===== src/rtl/string1101_finder.sv =====
// Overlapping Mealy "1101" detector: combinational next-state core plus a registered tracker.
// Define STRING1101_COUNT_EN to include the saturating match counter.
module string1101_finder (
  input  logic       clk,
  input  logic       rst,
  input  logic       c0,
  input  logic       c1,
  input  logic       in,
  input  logic       in_valid,
  output logic       out,
  output logic       next0,
  output logic       next1,
  output logic [1:0] state_q,
  output logic       match,
  output logic [7:0] match_count
);

  typedef enum logic [1:0] {
    S0 = 2'b00,
    S1 = 2'b01,
    S2 = 2'b10,
    S3 = 2'b11
  } state_e;

  function automatic state_e nxt(input state_e s, input logic b);
    state_e n;
    n = S0;
    unique case (s)
      S0: n = b ? S1 : S0;
      S1: n = b ? S2 : S0;
      S2: n = b ? S2 : S3;
      S3: n = b ? S1 : S0;
      default: n = S0;
    endcase
    return n;
  endfunction

  state_e core_n;
  state_e st_q;
  state_e st_d;
  logic   match_q;
  logic   hit_d;

  assign core_n          = nxt(state_e'({c0, c1}), in);
  assign {next0, next1}  = core_n;
  assign out             = c0 & c1 & in;

  assign st_d  = in_valid ? nxt(st_q, in) : st_q;
  assign hit_d = in_valid & (st_q == S3) & in;

  always_ff @(posedge clk) begin
    if (rst) begin
      st_q    <= S0;
      match_q <= 1'b0;
    end else begin
      st_q    <= st_d;
      match_q <= hit_d;
    end
  end

  assign state_q = st_q;
  assign match   = match_q;

`ifdef STRING1101_COUNT_EN
  logic [7:0] cnt_q;
  logic [7:0] cnt_d;

  // Saturate at 255 rather than wrapping.
  assign cnt_d = (hit_d && cnt_q != 8'hFF) ? cnt_q + 8'd1 : cnt_q;

  always_ff @(posedge clk) begin
    if (rst) cnt_q <= 8'd0;
    else     cnt_q <= cnt_d;
  end

  assign match_count = cnt_q;
`else
  assign match_count = 8'd0;
`endif

endmodule


===== config.mk =====
export PLATFORM = sky130hd
export DESIGN_NAME = string1101_finder
export DESIGN_NICKNAME = d
export VERILOG_FILES = /design/src/rtl/string1101_finder.sv
export SDC_FILE = /design/constraint.sdc
export NUM_CORES = 1
export LEC_CHECK = 0
export ABC_AREA = 1
export CAP_MARGIN = 20
export CELL_PAD_IN_SITES_DETAIL_PLACEMENT = 1
export CELL_PAD_IN_SITES_GLOBAL_PLACEMENT = 1
export CORE_AREA = 5 5 42 44
export CTS_CLUSTER_SIZE = 14
export DETAILED_ROUTE_END_ITERATION = 10
export DIE_AREA = 0 0 47 49
export DONT_BUFFER_PORTS = 1
export MAX_ROUTING_LAYER = met4
export PLACE_DENSITY = 0.59
export SLEW_MARGIN = 20
export SYNTH_ARGS = -nofsm -noshare
export SYNTH_HDL_FRONTEND = slang
export SYNTH_SLANG_ARGS = --single-unit

===== constraint.sdc =====
create_clock -name clk -period 2.3 [get_ports clk]
set_clock_uncertainty 0.05 [all_clocks]
set_input_delay 0 -clock clk [delete_from_list [all_inputs] [get_ports clk]]
set_output_delay 0 -clock clk [all_outputs]
set_load 0.03 [all_outputs]

==> results.toml <==
[outcome]
status = "complete, no violations"

[clock_network]
cts.sinks = 3
cts-root-buf = "clkbuf_4"
h-tree-depth = 1
cts_buffers = 3
cts_max_path_buffers = 2
postCtsResizedCells = 0
clock_latency_ns = 0.24
clk_pin_slew_worst_paths_ns = 0.04
cts_tree = "yes"

[detailed_routing]
drtIter0Drc = 5
post-route-drc-count = 0
first_pass_iters = 2
wl_per_cell_um = 10.2
routed_wl_um = 722
vias_per_cell = 3.92
ant_nets = 0
vias = 278

[worst_setup_path]
r2r-end = "state_q[1]"
worstPathCellList = "inv_1 -> ha_1 -> nand2_1 -> nand3_1 -> dlygate4sd3_1 -> nand2_1 -> inv_1"
critPathMaxStageDelay_ns = 0.59
r2r_setup_slack_ns = 0.46
cp_data_required_time_ns = 2.38
critical_path_class = "flip-flop to flip-flop"
cp-end-kind = "flip-flop"
reg2reg_from = "state_q[1]"
slowest_stage = "dfxtp_1"
critPathLaunchType = "flip-flop"
crit_fanout = 5
r2r_cells = 7
cp_data_arrival_time_ns = 1.93

[floorplanning]
initial_core_util_pct = 22.8
die_h_um = 49
dieArea_um2 = 2300
fp.dieW_um = 47
core_um2 = 1400
io_pins = 20
rows = 14

[synthesis]
yosys.area.top_type = "ha_1"
ys_seq_elements = 3
netlist.area_leader.share_pct = 23.5
netlist_instances = 48
syn_avg_cell_area_um2 = 6.65
ys_top_cells_by_area = "ha_1, dfxtp_1, buf_4"
yosysSeqAreaShare_pct = 18.8
synth_area_um2 = 319
ys_types = 11
synth_warnings = 0

[grt]
grt_pass1_wl_um = 1220
grtUsageTotal_pct = 8.21
first_global_vias = 278
antenna_found_initial = 0
grt_max_degree = 8
grt_overflow = 0

[power]
clkPwrFrac_pct = 44.2
p_seq_share_pct = 30.2
pwr-share-comb_pct = 25.7
ir_drop_v = 0.000128
power.density_nw_per_um2 = 569
power.leakage_uw = 0.000219
p_switching_uw = 79.0
swShare_pct = 36.9
intPower_uw = 135

[flow_run]
max-cap-violations = 0

[timing]
fin_ws_ns = 0.456
tightestPinTransition_ns = 0.920
slew_headroom_pct = 38.0
rsz0062_at_grt = "no"
fmax_mhz = 542
finalSetupViolCount = 0
hold_viol = 0
setup_tns_ns = 0
min_period_ns = 1.84
fin_crit_sh_pct = 80.2
finalMaxSlewViolations = 0

[cells_and_area]
design_area_um2 = 377
syn_to_final_growth_pct = 18.0
diodes = 0
final_cell_mix = "inv_1, nand2_1, conb_1"
finalNetCount = 68
drive_above_1_share_pct = 7.27

[placed_design]
gp_congestion = 0.730
port_buffers = 0
placed_area_um2 = 300
dp_hpwl_um = 503
dp_slack_ns = 0.967

[hold_path]
min_path_cells = 2
hold_start = "in"
hold_path.class = "input pin to output pin"
hold-path-endpoint = "out"
## stage by stage
step                hold WS [ns]  util, %  cells  total power (uW)
finish                     0.112     26.9     71               214
global route               0.118     26.9     71               236
CTS                        0.114     26.9     71               213
detailed placement        0.0255     21.4     62               112
global placement          0.0239     21.4     62               111
floorplan                 0.0223        -     55               119
## power by group through the flow
stage / Clock, uW / Combinational (uW) / Sequential (uW)
finish: 94.7 / 55.0 / 64.7
global placement: 0 / 45.5 / 65.2
floorplan: 0 / 55.2 / 64.2
detailed placement: 0 / 46.2 / 65.3
global route: 109 / 61.4 / 65.1
CTS: 93.3 / 54.7 / 64.6
## routing by layer
metal,track usage [%],wire length (um),up-vias
met5,-,0,-
met4,11.1,44,0
met3,1.11,40,4
met2,12.0,369,13
met1,7.41,268,122
li1,-,-,139
## flip-flops by register name (all words and copies together), names as in the netlist
register  cells
match         1
state_q       2
## worst max-delay path, delay by kind of cell (launching register included)
kind                     cells  cell delay (ns)
adder cells (fa/ha/maj)      1             0.21
buffers and inverters        3             0.69
flip-flops                   1             0.59
AND/OR/NAND/NOR              3             0.20
## synthesized netlist by cell type (all sizes together)
cell / n
clkbuf: 1
dfxtp: 3
nand3: 3
inv: 10
nor2: 5
o21ai: 2
conb: 1
buf: 8
nand2: 9
ha: 6
## worst max-delay path by stage
stage,from,end,cells after the start
2_1_floorplan,state_q[0],state_q[0],6
3_3_place_gp,state_q[0],state_q[0],6
3_5_place_dp,state_q[0],state_q[0],6
4_1_cts,state_q[1],state_q[1],7
5_1_grt,state_q[1],state_q[1],7
6_report,state_q[1],state_q[1],7
## timing repair
action,4_1_cts,5_1_grt
setup buffers,0,0
endpoints found under the hold margin,3,0
hold buffers,5,0
setup endpoints to repair,0,0
## layout make-up
type                            count  area (um2)
Clock buffer                        4        26.3
Timing Repair Buffer                5        50.0
Inverter                           10        37.5
Multi-Input combinational cell     33         183
Tap cell                           16        20.0
Sequential cell                     3        60.1
Fill cell                         188        1020
## logic make-up (layout without fill, tap and decap cells)
group	after synthesis	count (layout)	share of synthesized area [%]
AND/OR/NAND/NOR	17	17	21.2
flip-flops	3	3	18.8
other	1	8	1.18
adder cells (fa/ha/maj)	6	6	23.5
AO/OA/AOI/OAI	2	2	3.14
buffers and inverters	19	19	32.2
Note: power is estimated with default switching activity, not from simulation.
